File: config.mk
export PLATFORM = sky130hd
export DESIGN_NAME = lsu_axi_lite_master_flat
export DESIGN_NICKNAME = d
export VERILOG_FILES = /design/src/rtl/lsu_axi_lite_master_if.sv /design/src/rtl/lsu_axi_lite_master.sv /design/src/flat_wrapper.sv
export SDC_FILE = /design/constraint.sdc
export NUM_CORES = 1
export LEC_CHECK = 0
export CAP_MARGIN = 20
export CORE_MARGIN = 2
export CORE_UTILIZATION = 45
export CTS_CLUSTER_SIZE = 24
export DETAILED_ROUTE_END_ITERATION = 10
export GPL_TIMING_DRIVEN = 0
export PLACE_DENSITY = 0.86
export SYNTH_ARGS = -nofsm -noshare
export SYNTH_HDL_FRONTEND = slang
export SYNTH_SLANG_ARGS = --single-unit
File: constraint.sdc
create_clock -name clk_i -period 2.83 [get_ports clk_i]
set_input_delay 0.4245 -clock clk_i [delete_from_list [all_inputs] [get_ports clk_i]]
set_output_delay 0.4245 -clock clk_i [all_outputs]
set_load 0.005 [all_outputs]
File: src/rtl/lsu_axi_lite_master_if.sv
// lsu_axi_lite_master_if: LSU request/response channel plus AXI4-Lite master channels.
//   master modport: the bus master (accepts LSU requests, drives AW/W/AR, consumes B/R)
//   slave modport:  the LSU and memory side seen from outside the master
interface lsu_axi_lite_master_if #(
   parameter int ADDR_LEN = 32,
   parameter int DATA_LEN = 32
);
   logic                req_valid, req_ready, req_wen, req_unsigned;
   logic [ADDR_LEN-1:0] req_addr;
   logic [DATA_LEN-1:0] req_wdata;
   logic [1:0]          req_size;
   logic                rsp_valid, rsp_ready, rsp_err, rsp_misalign;
   logic [DATA_LEN-1:0] rsp_rdata;
   logic [ADDR_LEN-1:0] awaddr, araddr;
   logic                awvalid, awready, wvalid, wready, bvalid, bready;
   logic                arvalid, arready, rvalid, rready;
   logic [DATA_LEN-1:0] wdata, rdata;
   logic [3:0]          wstrb;
   logic [1:0]          bresp, rresp;
   modport master (
      input  req_valid, req_wen, req_unsigned, req_addr, req_wdata, req_size, rsp_ready,
             awready, wready, bvalid, bresp, arready, rvalid, rdata, rresp,
      output req_ready, rsp_valid, rsp_err, rsp_misalign, rsp_rdata,
             awaddr, awvalid, wdata, wstrb, wvalid, bready, araddr, arvalid, rready
   );
   modport slave (
      output req_valid, req_wen, req_unsigned, req_addr, req_wdata, req_size, rsp_ready,
             awready, wready, bvalid, bresp, arready, rvalid, rdata, rresp,
      input  req_ready, rsp_valid, rsp_err, rsp_misalign, rsp_rdata,
             awaddr, awvalid, wdata, wstrb, wvalid, bready, araddr, arvalid, rready
   );
endinterface

File: src/rtl/lsu_axi_lite_master.sv
// lsu_axi_lite_master: runs one LSU load/store as a single AXI4-Lite transaction.
//   clk_i  - clock, rising edge
//   rst_ni - asynchronous active-low reset
//   bus_io - LSU req/rsp handshake and AXI4-Lite AW/W/B/AR/R channels (master modport)
module lsu_axi_lite_master #(
   parameter int ADDR_LEN = 32,
   parameter int DATA_LEN = 32
) (
   input  logic                         clk_i,
   input  logic                         rst_ni,
   lsu_axi_lite_master_if.master        bus_io
);
   typedef enum logic [2:0] {IDLE, RD, RDATA, WR, WRESP, RESP} state_e;
   state_e              state_q, state_d;
   logic [ADDR_LEN-1:0] addr_q, addr_d;
   logic [DATA_LEN-1:0] wdata_q, wdata_d, rdata_q, rdata_d, sh, ld;
   logic [3:0]          wstrb_q, wstrb_d;
   logic [1:0]          size_q, size_d;
   logic                uns_q, uns_d, aw_done_q, aw_done_d, w_done_q, w_done_d;
   logic                err_q, err_d, mis_q, mis_d, misalign;
   assign misalign = (bus_io.req_size == 2'd1 & bus_io.req_addr[0]) |
                     (bus_io.req_size[1] & |bus_io.req_addr[1:0]);
   assign sh = bus_io.rdata >> {addr_q[1:0], 3'b000};
   assign ld = size_q == 2'd0 ? {{(DATA_LEN-8){~uns_q & sh[7]}}, sh[7:0]} :
               size_q == 2'd1 ? {{(DATA_LEN-16){~uns_q & sh[15]}}, sh[15:0]} : sh;
   always_ff @(posedge clk_i or negedge rst_ni) begin
      if (!rst_ni) begin
         state_q   <= IDLE;
         addr_q    <= '0;
         wdata_q   <= '0;
         rdata_q   <= '0;
         wstrb_q   <= '0;
         size_q    <= '0;
         uns_q     <= 1'b0;
         aw_done_q <= 1'b0;
         w_done_q  <= 1'b0;
         err_q     <= 1'b0;
         mis_q     <= 1'b0;
      end else begin
         state_q   <= state_d;
         addr_q    <= addr_d;
         wdata_q   <= wdata_d;
         rdata_q   <= rdata_d;
         wstrb_q   <= wstrb_d;
         size_q    <= size_d;
         uns_q     <= uns_d;
         aw_done_q <= aw_done_d;
         w_done_q  <= w_done_d;
         err_q     <= err_d;
         mis_q     <= mis_d;
      end
   end
   always_comb begin
      state_d   = state_q;
      addr_d    = addr_q;
      wdata_d   = wdata_q;
      rdata_d   = rdata_q;
      wstrb_d   = wstrb_q;
      size_d    = size_q;
      uns_d     = uns_q;
      aw_done_d = aw_done_q;
      w_done_d  = w_done_q;
      err_d     = err_q;
      mis_d     = mis_q;
      case (state_q)
         IDLE: if (bus_io.req_valid) begin
            addr_d    = bus_io.req_addr;
            size_d    = bus_io.req_size;
            uns_d     = bus_io.req_unsigned;
            wdata_d   = bus_io.req_wdata << {bus_io.req_addr[1:0], 3'b000};
            wstrb_d   = (bus_io.req_size == 2'd0 ? 4'b0001 :
                         bus_io.req_size == 2'd1 ? 4'b0011 : 4'b1111) << bus_io.req_addr[1:0];
            aw_done_d = 1'b0;
            w_done_d  = 1'b0;
            rdata_d   = '0;
            err_d     = misalign;
            mis_d     = misalign;
            state_d   = misalign ? RESP : bus_io.req_wen ? WR : RD;
         end
         RD: if (bus_io.arready) state_d = RDATA;
         RDATA: if (bus_io.rvalid) begin
            rdata_d = |bus_io.rresp ? '0 : ld;
            err_d   = |bus_io.rresp;
            state_d = RESP;
         end
         // AW and W complete independently; a ready seen after its own handshake is harmless
         WR: begin
            aw_done_d = aw_done_q | bus_io.awready;
            w_done_d  = w_done_q | bus_io.wready;
            state_d   = aw_done_d & w_done_d ? WRESP : WR;
         end
         WRESP: if (bus_io.bvalid) begin
            err_d   = |bus_io.bresp;
            state_d = RESP;
         end
         RESP: if (bus_io.rsp_ready) state_d = IDLE;
         default: state_d = IDLE;
      endcase
   end
   // every output is a decode of registered state, so no AXI input reaches an AXI output
   assign bus_io.req_ready    = state_q == IDLE;
   assign bus_io.arvalid      = state_q == RD;
   assign bus_io.rready       = state_q == RDATA;
   assign bus_io.awvalid      = state_q == WR & ~aw_done_q;
   assign bus_io.wvalid       = state_q == WR & ~w_done_q;
   assign bus_io.bready       = state_q == WRESP;
   assign bus_io.rsp_valid    = state_q == RESP;
   assign bus_io.rsp_rdata    = rdata_q;
   assign bus_io.rsp_err      = err_q;
   assign bus_io.rsp_misalign = mis_q;
   assign bus_io.awaddr       = addr_q;
   assign bus_io.araddr       = addr_q;
   assign bus_io.wdata        = wdata_q;
   assign bus_io.wstrb        = wstrb_q;
endmodule

File: src/flat_wrapper.sv
// flat-port wrapper written by rule: the top's interface ports become plain ports
module lsu_axi_lite_master_flat 
#(
   parameter int ADDR_LEN = 32,
   parameter int DATA_LEN = 32
)
  (clk_i, rst_ni, bus_io_req_valid, bus_io_req_wen, bus_io_req_unsigned, bus_io_req_addr, bus_io_req_wdata, bus_io_req_size, bus_io_rsp_ready, bus_io_awready, bus_io_wready, bus_io_bvalid, bus_io_bresp, bus_io_arready, bus_io_rvalid, bus_io_rdata, bus_io_rresp, bus_io_req_ready, bus_io_rsp_valid, bus_io_rsp_err, bus_io_rsp_misalign, bus_io_rsp_rdata, bus_io_awaddr, bus_io_awvalid, bus_io_wdata, bus_io_wstrb, bus_io_wvalid, bus_io_bready, bus_io_araddr, bus_io_arvalid, bus_io_rready);
  lsu_axi_lite_master_if #(.ADDR_LEN(ADDR_LEN), .DATA_LEN(DATA_LEN)) bus_io_i ();
  input  logic clk_i;
  input  logic rst_ni;
  input wire logic [$bits(bus_io_i.req_valid)-1:0] bus_io_req_valid;
  input wire logic [$bits(bus_io_i.req_wen)-1:0] bus_io_req_wen;
  input wire logic [$bits(bus_io_i.req_unsigned)-1:0] bus_io_req_unsigned;
  input wire logic [$bits(bus_io_i.req_addr)-1:0] bus_io_req_addr;
  input wire logic [$bits(bus_io_i.req_wdata)-1:0] bus_io_req_wdata;
  input wire logic [$bits(bus_io_i.req_size)-1:0] bus_io_req_size;
  input wire logic [$bits(bus_io_i.rsp_ready)-1:0] bus_io_rsp_ready;
  input wire logic [$bits(bus_io_i.awready)-1:0] bus_io_awready;
  input wire logic [$bits(bus_io_i.wready)-1:0] bus_io_wready;
  input wire logic [$bits(bus_io_i.bvalid)-1:0] bus_io_bvalid;
  input wire logic [$bits(bus_io_i.bresp)-1:0] bus_io_bresp;
  input wire logic [$bits(bus_io_i.arready)-1:0] bus_io_arready;
  input wire logic [$bits(bus_io_i.rvalid)-1:0] bus_io_rvalid;
  input wire logic [$bits(bus_io_i.rdata)-1:0] bus_io_rdata;
  input wire logic [$bits(bus_io_i.rresp)-1:0] bus_io_rresp;
  output wire logic [$bits(bus_io_i.req_ready)-1:0] bus_io_req_ready;
  output wire logic [$bits(bus_io_i.rsp_valid)-1:0] bus_io_rsp_valid;
  output wire logic [$bits(bus_io_i.rsp_err)-1:0] bus_io_rsp_err;
  output wire logic [$bits(bus_io_i.rsp_misalign)-1:0] bus_io_rsp_misalign;
  output wire logic [$bits(bus_io_i.rsp_rdata)-1:0] bus_io_rsp_rdata;
  output wire logic [$bits(bus_io_i.awaddr)-1:0] bus_io_awaddr;
  output wire logic [$bits(bus_io_i.awvalid)-1:0] bus_io_awvalid;
  output wire logic [$bits(bus_io_i.wdata)-1:0] bus_io_wdata;
  output wire logic [$bits(bus_io_i.wstrb)-1:0] bus_io_wstrb;
  output wire logic [$bits(bus_io_i.wvalid)-1:0] bus_io_wvalid;
  output wire logic [$bits(bus_io_i.bready)-1:0] bus_io_bready;
  output wire logic [$bits(bus_io_i.araddr)-1:0] bus_io_araddr;
  output wire logic [$bits(bus_io_i.arvalid)-1:0] bus_io_arvalid;
  output wire logic [$bits(bus_io_i.rready)-1:0] bus_io_rready;
  assign bus_io_i.req_valid = bus_io_req_valid;
  assign bus_io_i.req_wen = bus_io_req_wen;
  assign bus_io_i.req_unsigned = bus_io_req_unsigned;
  assign bus_io_i.req_addr = bus_io_req_addr;
  assign bus_io_i.req_wdata = bus_io_req_wdata;
  assign bus_io_i.req_size = bus_io_req_size;
  assign bus_io_i.rsp_ready = bus_io_rsp_ready;
  assign bus_io_i.awready = bus_io_awready;
  assign bus_io_i.wready = bus_io_wready;
  assign bus_io_i.bvalid = bus_io_bvalid;
  assign bus_io_i.bresp = bus_io_bresp;
  assign bus_io_i.arready = bus_io_arready;
  assign bus_io_i.rvalid = bus_io_rvalid;
  assign bus_io_i.rdata = bus_io_rdata;
  assign bus_io_i.rresp = bus_io_rresp;
  assign bus_io_req_ready = bus_io_i.req_ready;
  assign bus_io_rsp_valid = bus_io_i.rsp_valid;
  assign bus_io_rsp_err = bus_io_i.rsp_err;
  assign bus_io_rsp_misalign = bus_io_i.rsp_misalign;
  assign bus_io_rsp_rdata = bus_io_i.rsp_rdata;
  assign bus_io_awaddr = bus_io_i.awaddr;
  assign bus_io_awvalid = bus_io_i.awvalid;
  assign bus_io_wdata = bus_io_i.wdata;
  assign bus_io_wstrb = bus_io_i.wstrb;
  assign bus_io_wvalid = bus_io_i.wvalid;
  assign bus_io_bready = bus_io_i.bready;
  assign bus_io_araddr = bus_io_i.araddr;
  assign bus_io_arvalid = bus_io_i.arvalid;
  assign bus_io_rready = bus_io_i.rready;
  lsu_axi_lite_master #(.ADDR_LEN(ADDR_LEN), .DATA_LEN(DATA_LEN)) u_core (.clk_i(clk_i), .rst_ni(rst_ni), .bus_io(bus_io_i));
endmodule
==> results of run 1 <==
-- sequential cells by signal (all words and copies together) (netlist names) --
name	cells
u_core.aw_done_q	1
u_core.bus_io.araddr	32
u_core.bus_io.rsp_err	1
u_core.bus_io.rsp_misalign	1
u_core.bus_io.rsp_rdata	32
u_core.bus_io.wdata	32
u_core.bus_io.wstrb	4
u_core.size_q	2
u_core.state_q	3
u_core.uns_q	1
u_core.w_done_q	1
-- power groups by stage --
stage | combinational, mW | sequential [mW] | clock (mW)
finish | 4.09 | 2.62 | 1.29
global route | 4.44 | 2.70 | 1.36
CTS | 4.11 | 2.62 | 1.31
detailed placement | 4.08 | 2.63 | 0
global placement | 3.97 | 2.60 | 0
floorplan | 1.79 | 2.60 | 0
-- Yosys cell counts (2+ instances only) --
| cell type | n |
|---|---|
| nand2_1 | 155 |
| dfrtp_1 | 110 |
| buf_4 | 36 |
| a21oi_1 | 32 |
| mux2i_1 | 32 |
| o21ai_0 | 32 |
| clkbuf_1 | 22 |
| mux2_2 | 19 |
| nor2_1 | 19 |
| a22o_1 | 16 |
| a221o_1 | 11 |
| nor2b_1 | 11 |
| nand3_1 | 10 |
| o31ai_1 | 10 |
| buf_2 | 9 |
| a211oi_1 | 8 |
| nand2b_1 | 7 |
| a22oi_1 | 5 |
| buf_1 | 2 |
| buf_6 | 2 |
| inv_1 | 2 |
| nand3b_1 | 2 |
| nor3_1 | 2 |
| o221ai_1 | 2 |
| o22ai_1 | 2 |
| or3_1 | 2 |
-- worst max-delay path: cells and delay by family (launching register included) --
kind | cells | cell delay [ns]
buffers and inverters | 3 | 1.05
DFF | 1 | 0.32
and+or+nand+nor | 2 | 0.26
-- kinds of logic after synthesis --
kind of cell	count (synthesis)
AOI/OAI and AO/OA	127
and+or+nand+nor	219
muxes	52
buffers and inverters	74
DFF	110
-- path summary, 6_finish.rpt --
check                                            to  slack (ns)  depth (start not counted)
max                                  bus_io_awvalid        0.43                          5
min reg2reg                  u_core.bus_io.wdata[0]        0.48                          2
min in group clk_i           u_core.bus_io.wdata[0]        0.48                          2
max in group asynchronous  u_core.bus_io.araddr[29]        1.97                          2
max reg2reg                  u_core.bus_io.wstrb[0]        0.72                          5
min                           u_core.bus_io.rsp_err        0.13                          1
-- cell usage in the layout, fill, tap and decap left out, drive strengths merged, types with 2 or more instances in the layout --
cell           count
nand2b             7
dfrtp            110
clkbuf            35
nor3               3
or3b               2
a21oi             33
nor4               2
nor2b             11
clkdlybuf4s50    252
a22o              16
mux2i             32
nand3             10
a22oi              5
o21ai             32
o31ai             10
nand3b             2
a221o             11
o22ai              2
a211oi             8
o221ai             2
mux2              19
nand2            155
inv                3
or3                2
nor2              21
buf               51
-- routing by layer --
| layer | global-route usage | vias up |
|---|---|---|
| met1 | 0.333 | 2649 |
| met5 | 0 | - |
| met4 | 0.100 | 0 |
| met3 | 0.0659 | 41 |
| met2 | 0.468 | 267 |
| li1 | - | 2506 |
-- cell type report --
type                            instances  area [um2]  area share
Sequential cell                       110        2750       0.320
Timing Repair Buffer                  254        2560       0.297
Multi-Input combinational cell        398        2360       0.275
Buffer                                 71         428      0.0498
Clock buffer                           13         260      0.0303
Tap cell                              147         184      0.0214
Clock inverter                          3        42.5     0.00495
Inverter                                3        11.3     0.00131
==> results.json, run 1 <==
{
  "hold_buffers": 0,
  "cts_repair_resize_count": 0,
  "numClockSinks": 110,
  "fin_crit_ns": 2.40,
  "start_kind": "register",
  "finish.net_count": 960,
  "unrepaired_setup_endpoints_after_global_routing": "no",
  "clock-skew-final_ns": 0.00649,
  "final_antenna_violating_net_count": 0,
  "layout.cells.non_filler": 999,
  "p_clk_frac": 0.161,
  "drt_first_iter_violations": 368,
  "cp_slowest_cell": "clkdlybuf4s50_1",
  "antenna-diode-count": 0,
  "cts-buffers-inserted": 9,
  "cp_cell_sequence": "buf_2 > clkbuf_1 > nand3b_1 > nor2_1 > clkdlybuf4s50_1",
  "final-max-slew-violation-count": 0,
  "ys_top_cells_by_area": "dfrtp_1, nand2_1, mux2i_1",
  "power.share.switching": 0.337,
  "dpl_wire_length_um": 14000,
  "crit_type": "register to output pin",
  "synthesized_nets": 695,
  "cellPowerDensity_mw_per_mm2": 930,
  "synth-main-ff-cell": "dfrtp_1",
  "yosys.area_share.simple": 0.172,
  "yosys.area_share.xor_xnor": 0,
  "power.sequential.fraction": 0.327,
  "tritoncts": "built",
  "max_slew.worst_pin.slew_ns": 0.747,
  "drv.max_cap_violation_count": 0,
  "post_synth_fa_ha_maj_area_fraction": 0,
  "grt_max_degree": 58,
  "critical_path_rt_ns": 2.41,
  "die-height_um": 115,
  "track_usage": 0.272,
  "wl_per_cell_um": 18.1,
  "postCtsSetupRepairBufs": 0,
  "tcrit_tclk_final": 0.849,
  "post-route-util": 0.716,
  "setup_ws_ns": 0.427,
  "final_setup_fails": 0,
  "cts-htree-levels": 3,
  "yosysSeqAreaShare": 0.496,
  "synth-warning-count": 0,
  "finish.instance_area_mm2": 0.00860,
  "delay_of_the_slowest_cell_on_the_worst_path_ns": 0.51,
  "slew-limit-headroom": 0.502,
  "ys_async_sr_fraction": 1.00,
  "worstPathArrival_ns": 1.98,
  "area_after_dpl_mm2": 0.00829,
  "clk-insertion-delay-late_ns": 0.35,
  "combinational_fraction_of_design_power": 0.511,
  "total_routed_wire_length_on_the_met1_layer_um": 7190,
  "pre_cts_slack_ns": 0.363,
  "wire_length_of_the_first_global_routing_pass_um": 27900,
  "num_io_pins": 254,
  "final-hold-violation-count": 0,
  "critical_path_peak_fanout": 10,
  "drive_gt1_frac": 0.107,
  "cts_max_path_buffers": 2,
  "setup_tns_ns": 0,
  "initial_drt_pass_iterations": 5,
  "synth_edf_count": 0,
  "synth_cell_type_count": 48,
  "most_area_hungry_cell_type_in_the_yosys_netlist": "dfrtp_1",
  "vias_post_dr": 5463,
  "met2_wirelength_um": 9060,
  "timing.hold.worst.class": "input pin to asynchronous set/reset pin",
  "post_drt_via_cell_ratio": 5.47,
  "core_area_mm2": 0.0120,
  "core.rowCount": 40,
  "first_global_vias": 5470,
  "finalPower_mw": 8.00,
  "met3RoutedLength_um": 1240,
  "dr.max_layer_used": "met4",
  "flow.area_growth_from_synthesis_pct": 54.8,
  "worst_setup_hold_path_clk_slew_ns": 0.07,
  "synth.area.mux_share": 0.100,
  "cp-startpoint": "u_core.state_q[0]",
  "synth.top_cell.area_share": 0.496,
  "postSynthAreaPerCell_um2": 9.54,
  "fin_worst_hold_slack_ns": 0.133,
  "floorplan.die.width_um": 115,
  "status": "finished clean",
  "vdd.ir_drop.worst_v": 0.000654,
  "grt-ovfl-total": 0,
  "r2r_start": "u_core.state_q[0]",
  "clk_root_buffer_cell": "clkbuf_16",
  "syn_area_mm2": 0.00555,
  "synth_top_family_by_area": "simple AND/OR/NAND/NOR gates",
  "placed_cells_incl_taps": 983,
  "cellLeakagePower_nw": 3.86,
  "drt_wirelength_um": 18000,
  "achievable-frequency_mhz": 416,
  "cellInternalPower_mw": 5.30,
  "grt_antenna_before_repair": 0,
  "globalplace.congestion": 0.930,
  "endpoint_kind": "output pin",
  "power.net_switching_mw": 2.69,
  "dieArea_mm2": 0.0132,
  "initial_core_util": 0.462,
  "synthesis.instances": 582,
  "fillcell_total": 903,
  "share_of_the_synthesized_area_in_compound_gates_ao_oa_aoi_oai": 0.153,
  "drc_violation_count_after_routing": 0,
  "io_buffer_count": 253,
  "ys_seq_elements": 110
}
(Power assumes the default switching activity.)
==> run 2, diff against run 1 <==
--- a/config.mk
+++ b/config.mk
@@ -7,11 +7,11 @@
 export LEC_CHECK = 0
 export CAP_MARGIN = 20
 export CORE_MARGIN = 2
-export CORE_UTILIZATION = 45
+export CORE_UTILIZATION = 38
 export CTS_CLUSTER_SIZE = 24
 export DETAILED_ROUTE_END_ITERATION = 10
 export GPL_TIMING_DRIVEN = 0
-export PLACE_DENSITY = 0.86
+export PLACE_DENSITY = 0.77
 export SYNTH_ARGS = -nofsm -noshare
 export SYNTH_HDL_FRONTEND = slang
 export SYNTH_SLANG_ARGS = --single-unit
==> constraint.sdc (replaced) <==
create_clock -name clk_i -period 2.1 [get_ports clk_i]
set_input_delay 0.315 -clock clk_i [delete_from_list [all_inputs] [get_ports clk_i]]
set_output_delay 0.315 -clock clk_i [all_outputs]
set_load 0.005 [all_outputs]
==> run 2 against run 1 <==
  * Setup slack worse by 0.35 ns
  * Combinational power rose by 36%
  * Critical path depth fell by 1
  * Power rose by 37%
  * Non-clock buffer count up 2
  * Highest routed layer unchanged
  * Critical endpoint is now bus_io_bready
  * Largest cell class unchanged
  * Global-route usage is 4.6 points lower
  * First-iteration DRC count decreased by 26%
  * Final area rose by 2.0%
  * Utilization is 11 points lower
==> results.json, run 2 (synthesis gave the netlist of run 1 again) <==
{
  "status": "finished clean",
  "power.net_switching_mw": 3.59,
  "combinational_fraction_of_design_power": 0.509,
  "cp_cell_sequence": "clkbuf_8 > nand2b_4 > nor2_2 > clkdlybuf4s50_1",
  "power.sequential.fraction": 0.321,
  "tritoncts": "built",
  "num_io_pins": 254,
  "max_slew.worst_pin.slew_ns": 0.555,
  "area_after_dpl_mm2": 0.00834,
  "grt-ovfl-total": 0,
  "cellInternalPower_mw": 7.33,
  "fin_crit_ns": 2.02,
  "endpoint_kind": "output pin",
  "wl_per_cell_um": 16.8,
  "post_drt_via_cell_ratio": 5.08,
  "io_buffer_count": 253,
  "initial_core_util": 0.385,
  "clock-skew-final_ns": 0.0132,
  "finish.instance_area_mm2": 0.00877,
  "antenna-diode-count": 0,
  "cp_slowest_cell": "clkdlybuf4s50_1",
  "grt_antenna_before_repair": 0,
  "critical_path_peak_fanout": 10,
  "flow.area_growth_from_synthesis_pct": 57.9,
  "drt_first_iter_violations": 274,
  "worst_setup_hold_path_clk_slew_ns": 0.08,
  "numClockSinks": 110,
  "post-route-util": 0.608,
  "final-max-slew-violation-count": 0,
  "dieArea_mm2": 0.0156,
  "cellLeakagePower_nw": 3.94,
  "grt_max_degree": 65,
  "setup_ws_ns": 0.0764,
  "final-hold-violation-count": 0,
  "clk_root_buffer_cell": "clkbuf_16",
  "crit_type": "register to output pin",
  "vdd.ir_drop.worst_v": 0.000626,
  "timing.hold.worst.class": "input pin to asynchronous set/reset pin",
  "cp.buffers_inverters": 2,
  "critical_path_rt_ns": 1.78,
  "cts-htree-levels": 3,
  "final_setup_fails": 0,
  "track_usage": 0.226,
  "delay_of_the_slowest_cell_on_the_worst_path_ns": 0.51,
  "core.rowCount": 44,
  "power.share.switching": 0.329,
  "cellPowerDensity_mw_per_mm2": 1240,
  "dpl_wire_length_um": 13300,
  "first_global_vias": 5217,
  "final_antenna_violating_net_count": 0,
  "achievable-frequency_mhz": 494,
  "p_clk_frac": 0.170,
  "cts_max_path_buffers": 2,
  "mostFrequentLayoutCell": "clkdlybuf4s50_1",
  "drt_wirelength_um": 17400,
  "initial_drt_pass_iterations": 5,
  "vias_post_dr": 5270,
  "drv.max_cap_violation_count": 0,
  "start_kind": "register",
  "finalPower_mw": 10.9,
  "setup_tns_ns": 0,
  "cts-buffers-inserted": 9,
  "tcrit_tclk_final": 0.964,
  "slew-limit-headroom": 0.627,
  "worstPathArrival_ns": 1.71,
  "clk-insertion-delay-late_ns": 0.35,
  "die-height_um": 125,
  "most-common-layout-cells": "clkdlybuf4s50_1, nand2_1, dfrtp_1",
  "globalplace.congestion": 0.891,
  "floorplan.die.width_um": 125,
  "timing.critical_path.max_delay_family": "buffers and inverters",
  "finish.net_count": 962,
  "pre_cts_slack_ns": -0.339,
  "wire_length_of_the_first_global_routing_pass_um": 28100,
  "drive_gt1_frac": 0.125,
  "drc_violation_count_after_routing": 0,
  "core_area_mm2": 0.0144
}
run 2: cell count changes in the layout (fill, tap and decap cells not counted), sizes merged:
cell	delta
clkinv	+2
dlymetal6s2s	+1
clkdlybuf4s50	-2
dlygate4sd2	+1
dlygate4sd3	+1
clkbuf	-1
clkinvlp	-1
bufinv	+1
run 2: what timing repair did:
| action | CTS | global route |
|---|---|---|
| hold buffers | 1 | 0 |
| endpoints found under the setup margin | 9 | 77 |
| pin swaps | 2 | 2 |
| resized for setup | 13 | 16 |
| endpoints found under the hold margin | 46 | 0 |
| buffers inserted | 2 | 1 |
run 2: worst reg2reg max path, stage by stage, from the launching register on:
cell and delay, ns:
dfrtp_1 0.44, buf_6 0.20, mux4_2 0.57, o2111a_1 0.28, buf_6 0.15, a221o_1 0.26
run 2: worst paths after layout:
kind	start	to	slack [ns]	depth (start not counted)
max	u_core.state_q[1]	bus_io_bready	0.08	4
min	rst_ni	u_core.bus_io.rsp_rdata[18]	0.47	2
max reg2reg	u_core.bus_io.araddr[0]	u_core.bus_io.rsp_rdata[23]	0.08	5
min reg2reg	u_core.bus_io.wdata[1]	u_core.bus_io.wdata[1]	0.47	2
max in group asynchronous	rst_ni	u_core.bus_io.araddr[27]	0.97	3
min in group clk_i	u_core.bus_io.wdata[1]	u_core.bus_io.wdata[1]	0.47	2
run 2: per-layer routing:
metal / GRT usage / wire, um
met5: 0 / 0
met4: 0.0706 / 372
met1: 0.303 / 7490
met2: 0.368 / 8400
met3: 0.0468 / 1170
run 2: stage by stage:
stage / hold WS (ns) / cells
finish: 0.465 / 1038
global placement: 0.453 / 1019
CTS: 0.471 / 1038
global route: 0.482 / 1038
detailed placement: 0.282 / 1020
floorplan: 0.0194 / 582
run 2: cell type report:
cell class	instances	area, um2
buffer	69	460
clock buffer	11	243
clock inverter	5	82.6
fill	1251	5650
inverter	3	11.3
multi-input combinational	398	2390
sequential	110	2750
tap	184	230
timing repair buffer	258	2590
run 2: power by group through the flow:
stage          registers [mW]  clock network (mW)  logic [mW]
3_3_place_gp             3.53                   0        5.37
2_1_floorplan            3.50                   0        2.42
3_5_place_dp             3.53                   0        5.46
5_1_grt                  3.63                1.99        6.06
6_report                 3.51                1.86        5.55
4_1_cts                  3.51                1.90        5.56
